## config.mk

```make
export PLATFORM = sky130hd
export DESIGN_NAME = uart_tx
export DESIGN_NICKNAME = d
export VERILOG_FILES = /design/src/rtl/uart_pkg.sv /design/src/rtl/uart_tx.sv
export SDC_FILE = /design/constraint.sdc
export NUM_CORES = 1
export LEC_CHECK = 0
export CAP_MARGIN = 5
export CORE_MARGIN = 10
export CORE_UTILIZATION = 55
export CTS_BUF_LIST = sky130_fd_sc_hd__clkbuf_4 sky130_fd_sc_hd__clkbuf_8
export DETAILED_ROUTE_END_ITERATION = 8
export PLACE_DENSITY_LB_ADDON = 0.15
export SYNTH_ARGS = -nofsm -noshare
export SYNTH_HDL_FRONTEND = slang
export SYNTH_SLANG_ARGS = --single-unit
```

## constraint.sdc

```tcl
create_clock -name clk -period 2.36 [get_ports clk]
set_input_delay 0.354 -clock clk [delete_from_list [all_inputs] [get_ports clk]]
set_output_delay 0.354 -clock clk [all_outputs]
set_load 0.01 [all_outputs]
```

## src/rtl/uart_pkg.sv

```systemverilog
// uart_pkg: shared types and presets for the UART transmit path.
// Frame-state encoding is fixed whether or not parity is built in.
package uart_pkg;

  typedef enum logic [2:0] {
    IDLE,
    START,
    DATA,
    PARITY,
    STOP
  } tx_state_t;

  localparam int OS_TICK_DEFAULT = 16;

  localparam int SB_TICK_1   = 16;
  localparam int SB_TICK_1P5 = 24;
  localparam int SB_TICK_2   = 32;

  function automatic int max_i(input int a, input int b);
    return (a > b) ? a : b;
  endfunction

  function automatic int cnt_w(input int n);
    return (n <= 2) ? 1 : $clog2(n);
  endfunction

endpackage

```

## src/rtl/uart_tx.sv

```systemverilog
// uart_tx: oversampled UART transmitter, LSB first, registered line.
// Define UART_TX_PARITY_EN to append an even-parity bit before stop.
module uart_tx
  import uart_pkg::*;
#(
  parameter int DBIT    = 8,
  parameter int SB_TICK = SB_TICK_1,
  parameter int OS_TICK = OS_TICK_DEFAULT
) (
  input  logic            clk,
  input  logic            reset,
  input  logic            tx_start,
  input  logic            s_tick,
  input  logic [DBIT-1:0] din,
  output logic            tx_busy,
  output logic            tx_done_tick,
  output logic            tx
);

  localparam int SW = cnt_w(max_i(OS_TICK, SB_TICK));
  localparam int NW = cnt_w(DBIT);

  localparam logic [SW-1:0] OS_LAST = SW'(OS_TICK - 1);
  localparam logic [SW-1:0] SB_LAST = SW'(SB_TICK - 1);
  localparam logic [NW-1:0] N_LAST  = NW'(DBIT - 1);

  tx_state_t       state_q, state_d;
  logic [SW-1:0]   s_cnt_q, s_cnt_d;
  logic [NW-1:0]   n_cnt_q, n_cnt_d;
  logic [DBIT-1:0] sh_q, sh_d;
  logic            tx_q, tx_d;
  logic            busy_q, busy_d;
  logic            done;

`ifdef UART_TX_PARITY_EN
  logic            par_q, par_d;
`endif

  always_ff @(posedge clk or posedge reset) begin
    if (reset) begin
      state_q <= IDLE;
      s_cnt_q <= '0;
      n_cnt_q <= '0;
      sh_q    <= '0;
      tx_q    <= 1'b1;
      busy_q  <= 1'b0;
`ifdef UART_TX_PARITY_EN
      par_q   <= 1'b0;
`endif
    end else begin
      state_q <= state_d;
      s_cnt_q <= s_cnt_d;
      n_cnt_q <= n_cnt_d;
      sh_q    <= sh_d;
      tx_q    <= tx_d;
      busy_q  <= busy_d;
`ifdef UART_TX_PARITY_EN
      par_q   <= par_d;
`endif
    end
  end

  always_comb begin
    state_d = state_q;
    s_cnt_d = s_cnt_q;
    n_cnt_d = n_cnt_q;
    sh_d    = sh_q;
    done    = 1'b0;
`ifdef UART_TX_PARITY_EN
    par_d   = par_q;
`endif
    case (state_q)
      IDLE: begin
        if (tx_start) begin
          sh_d    = din;
          s_cnt_d = '0;
          state_d = START;
`ifdef UART_TX_PARITY_EN
          par_d   = ^din;
`endif
        end
      end
      START: begin
        if (s_tick) begin
          if (s_cnt_q == OS_LAST) begin
            s_cnt_d = '0;
            n_cnt_d = '0;
            state_d = DATA;
          end else begin
            s_cnt_d = s_cnt_q + SW'(1);
          end
        end
      end
      DATA: begin
        if (s_tick) begin
          if (s_cnt_q == OS_LAST) begin
            sh_d    = sh_q >> 1;
            s_cnt_d = '0;
            if (n_cnt_q == N_LAST) begin
`ifdef UART_TX_PARITY_EN
              state_d = PARITY;
`else
              state_d = STOP;
`endif
            end else begin
              n_cnt_d = n_cnt_q + NW'(1);
            end
          end else begin
            s_cnt_d = s_cnt_q + SW'(1);
          end
        end
      end
      PARITY: begin
`ifdef UART_TX_PARITY_EN
        if (s_tick) begin
          if (s_cnt_q == OS_LAST) begin
            s_cnt_d = '0;
            state_d = STOP;
          end else begin
            s_cnt_d = s_cnt_q + SW'(1);
          end
        end
`else
        state_d = IDLE;
`endif
      end
      STOP: begin
        if (s_tick) begin
          if (s_cnt_q == SB_LAST) begin
            s_cnt_d = '0;
            state_d = IDLE;
            done    = 1'b1;
          end else begin
            s_cnt_d = s_cnt_q + SW'(1);
          end
        end
      end
      default: state_d = IDLE;
    endcase
  end

  // Line level is decoded from the next state so tx lands in a flop.
  always_comb begin
    tx_d   = 1'b1;
    busy_d = (state_d != IDLE);
    case (state_d)
      START:   tx_d = 1'b0;
      DATA:    tx_d = sh_d[0];
`ifdef UART_TX_PARITY_EN
      PARITY:  tx_d = par_d;
`endif
      default: tx_d = 1'b1;
    endcase
  end

  assign tx           = tx_q;
  assign tx_busy      = busy_q;
  assign tx_done_tick = done;

endmodule

```

After elaboration in Yosys (flattened, before gate mapping). Cells that the tools add are included.

Register bits: 20. Input bits: 12. Output and inout bits: 3.

Add/sub/neg operators: 2. Equality and inequality tests: 14. Multiplexer cells: 27. Reduce and logical (&&, ||, !) cells: 9.

Operator list (number): 3-bit 2-to-1 mux (13); 8-bit 2-to-1 mux (3); 8-bit case mux with 2 select lines (1); 4-bit 2-to-1 mux (3); 2-bit != test, second input constant (6); 3-bit case mux with 4 select lines (1); 4-bit case mux with 2 select lines (1); 3-bit by 1-bit == test with 1-bit output, second input constant (2); 3-bit by 2-bit == test with 1-bit output, second input constant (2); 3-bit == test, second input constant (2); 3-bit case mux with 2 select lines (1); 6-bit AND reduction (1); 2-bit nonzero test (3); 4-bit by 1-bit adder with 4-bit output, second input constant (1); 4-bit == test, second input constant (1); 4-bit AND reduction (1); 3-bit by 1-bit adder with 3-bit output, second input constant (1); 3-bit logical NOT (1); 1-bit 2-to-1 mux (3); 3-bit AND reduction (1); 3-bit nonzero test (1); 3-bit OR reduction (1); 2-bit by 1-bit != test with 1-bit output, second input constant (1); 1-bit case mux with 2 select lines (1).

Logic depth before layout (Yosys ltp). Gate-level depths: netlist of the first run.

Depth in word-level cells: 7. Gate-level depth with buffers: 6. Mapped depth without buffers: 6.

Least setup slack after synthesis of the first run. Ideal clock, no wire load.

Kind: flip-flop to flip-flop. Start point: register n_cnt_q[0]. End point: register n_cnt_q[0]. Library setup time: 0.121 ns. Data arrival time: 1.449 ns. Data required time: 2.239 ns. Path slack: 0.790 ns. Cell stages (with the launch flop): 7. Path buffers: 0. Period minus slack after synthesis: 1.570 ns. Path through: dfrtp_1 -> ha_1 -> ha_1 -> inv_1 -> a21oi_1 -> or3_1 -> a22o_1.

Word-level cells in the longest chain between the ends: 5. Elaborated cells on any way between the ends: 8. Classes of those cells: add/sub (1); eq/ne (2); mux (4); reduce/logical (1).

Ends and longest elaborated chain: start: declaration (line uart_tx.sv:29) `logic [NW-1:0] n_cnt_q, n_cnt_d;`; start signal: assignment (line uart_tx.sv:53) `n_cnt_q <= n_cnt_d;`; 3-bit by 1-bit adder with 3-bit output (line uart_tx.sv:106) `n_cnt_d = n_cnt_q + NW'(1);`; 3-bit 2-to-1 mux (line uart_tx.sv:99) `if (n_cnt_q == N_LAST) begin`; 3-bit 2-to-1 mux (line uart_tx.sv:96) `if (s_cnt_q == OS_LAST) begin`; 3-bit 2-to-1 mux (line uart_tx.sv:95) `if (s_tick) begin`; 3-bit case mux with 2 select lines (line uart_tx.sv:72) `case (state_q)`.

Parallel ways exist; a longest one is shown, timed or not. The select of a mux whose other input is x is not followed. A chain may end at the register's enable or synchronous reset.

Final worst setup path of the first run.
Start point: register s_cnt_q[0]. End point: output port tx_done_tick.

Word-level cells in the longest chain between the ends: 4.

Ends and longest elaborated chain: start: declaration (line uart_tx.sv:28) `logic [SW-1:0] s_cnt_q, s_cnt_d;`; start signal: assignment (line uart_tx.sv:52) `s_cnt_q <= s_cnt_d;`; 4-bit == test (line uart_tx.sv:129) `if (s_cnt_q == SB_LAST) begin`; 1-bit 2-to-1 mux (line uart_tx.sv:129); 1-bit 2-to-1 mux (line uart_tx.sv:128) `if (s_tick) begin`; 1-bit 2-to-1 mux (line uart_tx.sv:72); end: declaration (line uart_tx.sv:16) `output logic tx_done_tick,`.

No other way between the ends.

==> results of run 1 <==
-- critical path: cells and delay by family (launching register included) --
| kind | cells | cell delay (ps) |
|---|---|---|
| adders and majority gates | 1 | 230 |
| buffers and inverters | 1 | 190 |
| DFF | 1 | 410 |
| and+or+nand+nor | 3 | 460 |
-- flip-flops by register name, indices dropped and copies added, names as in the netlist --
| register | cells |
|---|---|
| tx_busy | 1 |
| sh_q | 8 |
| tx | 1 |
| state_q | 3 |
| n_cnt_q | 3 |
| s_cnt_q | 4 |
-- path summary, 6_finish.rpt --
path                            slack (ps)        from           end  depth (start not counted)
worst max-delay path                   400  s_cnt_q[0]  tx_done_tick                          5
worst min-delay path                   480       reset    state_q[0]                          2
worst max register to register         560  state_q[1]            tx                          4
worst min register to register         500     sh_q[2]       sh_q[2]                          2
max in group asynchronous             1410       reset    s_cnt_q[2]                          2
min in group clk                       500     sh_q[2]       sh_q[2]                          2
-- final cells by class --
| class | count | area (um^2) | share of cell area (%) |
|---|---|---|---|
| repair buffers | 17 | 165 | 12.7 |
| clock inverters | 1 | 30.0 | 2.30 |
| clock buffers | 3 | 22.5 | 1.73 |
| well taps | 25 | 31.3 | 2.40 |
| flip-flops and latches | 20 | 502 | 38.4 |
| multi-input cells | 74 | 536 | 41.0 |
| inverters | 5 | 18.8 | 1.44 |
-- where the power goes --
part	switching (mW)	internal, mW	leakage (nW)
combinational	0.181	0.170	0.317
sequential	0.0860	0.458	0.247
clock	0.111	0.172	0.0279
total	0.377	0.799	0.592
-- timing repair --
| action | in CTS | in global routing |
|---|---|---|
| endpoints found under the setup margin | 0 | 1 |
| gates resized for setup | 0 | 2 |
| setup buffers | 0 | 0 |
-- layout by cell type, fill, tap and decap left out, drive strengths merged, types with 2 or more instances in the layout --
cell / count
nand2: 16
and2: 2
dfrtp: 19
o21ai: 3
a31o: 2
o2bb2ai: 2
a21oi: 3
clkbuf: 3
o31ai: 2
or2b: 2
a22o: 5
nor2: 2
nor3: 3
nand3: 5
buf: 3
inv: 5
nand2b: 2
ha: 3
clkdlybuf4s50: 13
a22oi: 7
-- kinds of logic (layout without fill, tap and decap cells) --
kind of cell / after synthesis / in the layout / synth area share (%)
adder cells (fa/ha/maj): 3 / 3 / 3.46
flip-flops: 20 / 20 / 46.3
AO/OA/AOI/OAI: 28 / 28 / 21.5
buffers and inverters: 8 / 26 / 4.50
multiplexers: 1 / 1 / 1.04
AND/OR/NAND/NOR: 42 / 42 / 23.2
-- layer usage --
layer  global-route usage (%)  part of all wire [%]  vias to the layer above
li1                         -                     -                      414
met1                     13.2                    44                      411
met2                     18.7                    50                       19
met3                     2.96                   3.9                        5
met4                     5.35                   2.0                        0
met5                        0                     0                        -
==> PnR_summary.wiki, run 1 <==
{| class="wikitable"
! Metric !! Value
|-
| Category of the most critical setup path || flip-flop to primary output
|-
| Largest area contributor in the synthesized netlist || sky130_fd_sc_hd__dfrtp_1
|-
| DR DRC count || 0
|-
| Core Box Area || 1800 um^2
|-
| Netlist area before placement || 1080 um^2
|-
| Wire length of the first global-routing pass || 3.81 mm
|-
| DP Worst Slack || 235 ps
|-
| Number of sinks on the clock net || 20
|-
| Fill cell count || 139
|-
| IR drop worst, VDD || 572 uV
|-
| Number of buffers inserted by hold repair at cts || 0
|-
| Post-synthesis async set-or-reset flop share || 100%
|-
| Final setup TNS || 0 ps
|-
| HP Class || input port to async pin
|-
| Worst-path maximum fanout || 5
|-
| Remaining number of nets flagged by the antenna check after routing || 0
|-
| EDFF count, synth || 0
|-
| Worst skew pair latency || 310 ps
|-
| DRT Pass-1 Iters || 5
|-
| Count of final hold-check violations || 0
|-
| Share of layout cells above drive strength 1 || 13.3%
|-
| Area added between synthesis and finish || 20.4%
|-
| Power density cells || 902 nW/um^2
|-
| Max-Slew Margin vs Limit || 50.9%
|-
| Placement Cell Area || 1250 um^2
|-
| Post-synthesis cell count || 102
|-
| Number of clock buffers inserted by TritonCTS || 3
|-
| Starting density of the core || 60.1%
|-
| Routed via count || 849
|-
| Routed vias/inst || 5.86
|-
| Proportion of synthesized chip area in sequential cells || 46.3%
|-
| Pins over their slew limit || 0
|-
| Clock tree from TritonCTS || yes
|-
| Transition time at the pin with the least slew margin || 736 ps
|-
| Biggest cell delay along the critical path || 410 ps
|-
| Clock transition at the registers of the reported paths || 120 ps
|-
| Synth Net Count || 117
|-
| Post-route non-filler standard cell count || 145
|-
| Arrival @ worst endpoint || 1600 ps
|-
| Final standard cell utilization of the core || 72.4%
|-
| Number of port buffers || 14
|-
| Max Clock Freq || 511 MHz
|-
| Critical path required time || 2010 ps
|-
| Tightest hold margin || 481 ps
|-
| Clock period minus worst slack || 1960 ps
|-
| Yosys top cell area share || 43.9%
|-
| Master of the slowest instance on the critical path || sky130_fd_sc_hd__dfrtp_1
|-
| Largest net degree at the start of global routing || 21
|-
| Placed cell count || 141
|-
| Most common flop cell mapped by yosys || sky130_fd_sc_hd__dfrtp_1
|-
| CP startpoint kind || flip-flop
|-
| Initial antenna violation count || 0
|-
| Final non-filler cell area || 1310 um^2
|-
| Final Worst Setup Slack || 401 ps
|-
| Top-level port count || 15
|-
| Vias in the first global route || 831
|-
| Syn_area_per_cell || 10.6 um^2
|-
| Overall power consumption || 1.18 mW
|-
| Die height || 64.4 um
|-
| Lkg Pwr || 0.592 nW
|-
| Clk root buf || sky130_fd_sc_hd__clkbuf_4
|-
| Unrepaired setup endpoints after global routing || false
|-
| H-tree depth reported by CTS || 1
|-
| Die Outline Area || 4150 um^2
|-
| Wire length after detailed routing || 2.30 mm
|-
| Part of the cycle the worst path needs || 83.0%
|-
| Global Route Usage Sum || 11.3%
|-
| Horizontal die dimension || 64.4 um
|-
| # nets final || 136
|-
| CP Cell Sequence || ha_2 -> and3_1 -> nand2_1 -> nor3_1 -> dlymetal6s2s_1
|-
| Max clock buf depth || 2
|-
| Leading cell type by number of instances after synthesis || sky130_fd_sc_hd__dfrtp_1
|-
| Total of endpoints with negative setup slack in the final report || 0
|-
| First-iteration detailed-routing DRC count || 45
|-
| Sum of overflow across all layers after global routing || 0
|-
| Row count || 15
|-
| Commonest cells in the netlist || sky130_fd_sc_hd__dfrtp_1, sky130_fd_sc_hd__nand2_1, sky130_fd_sc_hd__a22oi_1
|-
| Post-DR wirelength/cell || 15.8 um
|-
| Count of maximum capacitance violations || 0
|-
| Synth warn || 0
|-
| Count of unique library cells instantiated by Yosys || 39
|-
| Number of register bits inferred by synthesis || 20
|-
| Gpl congestion || 0.855
|-
| Detail Placement HPWL || 1.73 mm
|-
| Number of diodes || 0
|-
| Synth top area cells || sky130_fd_sc_hd__dfrtp_1, sky130_fd_sc_hd__nand2_1, sky130_fd_sc_hd__a22oi_1
|-
| Setup Skew || 5.86 ps
|-
| Kind of end point of the critical path || primary output
|-
| Run status || finished, final reports clean
|}
Note: power is estimated with default switching activity, not from simulation.
==> inputs of run 2 (changes only) <==
==> constraint.sdc (replaced) <==
create_clock -name clk -period 1.95 [get_ports clk]
set_input_delay 0.2925 -clock clk [delete_from_list [all_inputs] [get_ports clk]]
set_output_delay 0.2925 -clock clk [all_outputs]
set_load 0.01 [all_outputs]
==> run 2 against run 1 <==
Non-clock buffer count grew 6. Hold slack lost 180 ps. Final cell count grew 4.1%. Critical endpoint is now n_cnt_q[0]. Sequential cell count is the same. First-iteration DRC count shrank 38%. Sequential power grew 21%. Largest cell class unchanged. Global-route usage grew 0.11 points. Count of clock-buffer cells in the layout is the same.
==> PnR_summary.wiki, run 2 (same netlist as run 1, synthesis figures left out) <==
{| class="wikitable"
! Metric !! Value
|-
| Critical path required time || 2140 ps (+130 ps)
|-
| Number of port buffers || 14 (unchanged)
|-
| Transition time at the pin with the least slew margin || 397 ps (-339 ps)
|-
| Internal Power || 0.979 mW (+22%)
|-
| Clk root buf || sky130_fd_sc_hd__clkbuf_4
|-
| Biggest cell delay along the critical path || 430 ps (+20 ps)
|-
| Run status || finished, final reports clean
|-
| Setup Skew || 7.42 ps (+1.56 ps)
|-
| Fill cell count || 130 (-6.5%)
|-
| Die Outline Area || 4150 um^2 (unchanged)
|-
| CP Cell Sequence || ha_1 -> ha_1 -> inv_1 -> a21oi_1 -> or3_1 -> a22o_1
|-
| Kind of end point of the critical path || flip-flop
|-
| Number of sinks on the clock net || 20 (unchanged)
|-
| Area added between synthesis and finish || 23.7%
|-
| Launching element of the worst setup path || n_cnt_q[0]
|-
| Max clock buf depth || 2 (unchanged)
|-
| Unrepaired setup endpoints after global routing || false
|-
| Part of the cycle the worst path needs || 89.7%
|-
| Postcts setup bufs || 0 (unchanged)
|-
| Final Worst Setup Slack || 200 ps (-201 ps)
|-
| Sum of overflow across all layers after global routing || 0 (unchanged)
|-
| Number of buffer and inverter instances along the worst setup path || 1 (unchanged)
|-
| Post-route non-filler standard cell count || 151 (+4.1%)
|-
| Placed cell count || 147 (+4.3%)
|-
| DRT Pass-1 Iters || 4 (-1)
|-
| Final standard cell utilization of the core || 74.4% (+1.9 points)
|-
| Detail Placement HPWL || 1.68 mm (-2.8%)
|-
| R2r worst-path depth || 6 (+2)
|-
| Count of maximum capacitance violations || 0 (unchanged)
|-
| Capturing point of the worst reg2reg path || n_cnt_q[0]
|-
| Core Box Area || 1800 um^2 (unchanged)
|-
| Global Route Usage Sum || 11.4% (+0.11 points)
|-
| Number of diodes || 0 (unchanged)
|-
| Wire length after detailed routing || 2.21 mm (-3.8%)
|-
| Sequential standard cell area || 502 um^2 (unchanged)
|-
| H-tree depth reported by CTS || 1 (unchanged)
|-
| Clock tree from TritonCTS || yes
|-
| Worst skew pair latency || 310 ps (about the same)
|-
| Row count || 15 (unchanged)
|-
| Relative contribution of combinational cells to total power || 29.7% (about the same)
|-
| Gpl congestion || 0.853 (-0.25%)
|-
| Logic depth of the worst path, buffers included || 6 (+1)
|-
| HP Class || input port to async pin
|-
| Final setup TNS || 0 ps (unchanged)
|-
| Combined area of the multi-input logic cells || 533 um^2 (-0.47%)
|-
| Commonest cells after routing, fill and taps aside || sky130_fd_sc_hd__dfrtp_1, sky130_fd_sc_hd__nand2_1, sky130_fd_sc_hd__clkdlybuf4s50_1
|-
| Clock period minus worst slack || 1750 ps
|-
| Starting density of the core || 60.1% (unchanged)
|-
| Routed vias/inst || 5.78 (-1.3%)
|-
| Routed via count || 873 (+2.8%)
|-
| Arrival @ worst endpoint || 1940 ps (+340 ps)
|-
| Number of clock buffers inserted by TritonCTS || 3 (unchanged)
|-
| Max-Slew Margin vs Limit || 73.5% (+23 points)
|-
| Regs by FF count || sh_q (8), s_cnt_q (4)
|-
| Wire length of the first global-routing pass || 3.79 mm (-0.53%)
|-
| Die height || 64.4 um (unchanged)
|-
| First-iteration detailed-routing DRC count || 28 (-38%)
|-
| Max Clock Freq || 571 MHz
|-
| Lkg Pwr || 0.608 nW (+2.7%)
|-
| Post-DR wirelength/cell || 14.6 um (-7.6%)
|-
| Worst-path maximum fanout || 4 (-1)
|-
| Remaining number of nets flagged by the antenna check after routing || 0 (unchanged)
|-
| Clock transition at the registers of the reported paths || 110 ps (about the same)
|-
| Pins over their slew limit || 0 (unchanged)
|-
| Setup slack of the most critical reg-to-reg path || 200 ps (-360 ps)
|-
| Horizontal die dimension || 64.4 um (unchanged)
|-
| Master of the slowest instance on the critical path || sky130_fd_sc_hd__dfrtp_1
|-
| Largest net degree at the start of global routing || 21 (unchanged)
|-
| Most flops, register || sh_q
|-
| Largest register FFs || 8 (unchanged)
|-
| Share of layout cells above drive strength 1 || 17.5% (+4.1 points)
|-
| Count of final hold-check violations || 0 (unchanged)
|-
| Clock network fraction of total power || 23.8% (-0.2 points)
|-
| Total of endpoints with negative setup slack in the final report || 0 (unchanged)
|-
| Reported net switching power || 0.433 mW (+15%)
|-
| CP startpoint kind || flip-flop
|-
| Top-level port count || 15 (unchanged)
|-
| Relative contribution of sequential cells to total power || 46.4% (+0.2 points)
|-
| Category of the most critical setup path || flip-flop to flip-flop
|-
| Critical path destination || n_cnt_q[0]
|-
| Dominant delay contributor by cell family on the critical path || adder cells
|-
| # nets final || 142 (+4.4%)
|-
| DR DRC count || 0 (unchanged)
|-
| Most frequent standard cell in the layout excluding fill and tap cells || sky130_fd_sc_hd__dfrtp_1
|-
| Critical path's most frequent cell || sky130_fd_sc_hd__ha_1
|-
| DP Worst Slack || 73.2 ps (-161 ps)
|-
| Initial antenna violation count || 0 (unchanged)
|-
| Switching power share of the total || 30.7% (-1.4 points)
|-
| IR drop worst, VDD || 881 uV (+54%)
|-
| Vias in the first global route || 817 (-1.7%)
|-
| Power density cells || 1050 nW/um^2 (+17%)
|-
| Launching point of the worst reg2reg path || n_cnt_q[0]
|}
## run 2: metal layers
layer | vias to the layer above | track usage [%] | share of wire, %
li1 | 431 | - | -
met1 | 408 | 14.7 | 46
met2 | 27 | 16.3 | 47
met3 | 7 | 3.14 | 4.0
met4 | 0 | 7.22 | 2.9
met5 | - | 0 | 0
## run 2: how the worst min path moves through the flow
stage / cells after the start / end / slack, ps
6_report: 3 / sh_q[2] / 300
5_1_grt: 3 / sh_q[1] / 310
4_1_cts: 3 / sh_q[0] / 300
3_5_place_dp: 2 / sh_q[3] / 470
3_3_place_gp: 2 / sh_q[3] / 460
2_1_floorplan: 1 / n_cnt_q[0] / 260
## run 2: cell type report
type / count / area share [%]
clock buffer: 3 / 1.68
clock inverter: 1 / 2.24
inverter: 5 / 1.40
multi-input combinational: 74 / 39.8
sequential: 20 / 37.4
tap: 25 / 2.33
timing repair buffer: 23 / 15.1
## run 2: stage by stage
stage / cell area, um^2 / power (mW) / hold slack, ps
after CTS: 1340 / 1.43 / 295
after floorplan: 1080 / 0.946 / 256
after global placement: 1290 / 1.06 / 459
after global routing: 1340 / 1.52 / 308
final: 1340 / 1.41 / 301
after detailed placement: 1290 / 1.09 / 469
## run 2: tightest hold or removal path: stages
cell and delay, ps:
sky130_fd_sc_hd__clkdlybuf4s50_1 390, sky130_fd_sc_hd__inv_1 60, sky130_fd_sc_hd__buf_4 260
## run 2: timing repair
item,4_1_cts,5_1_grt
pin swaps,0,0
resized for setup,1,3
setup endpoints to repair,1,1
hold endpoints to repair,0,0
hold buffers,0,0
## run 2: power by group through the flow
stage	combinational (mW)	clock, mW	sequential, mW
4_1_cts	0.426	0.348	0.654
3_3_place_gp	0.408	0	0.657
5_1_grt	0.482	0.363	0.678
3_5_place_dp	0.423	0	0.665
2_1_floorplan	0.301	0	0.645
6_report	0.420	0.336	0.656
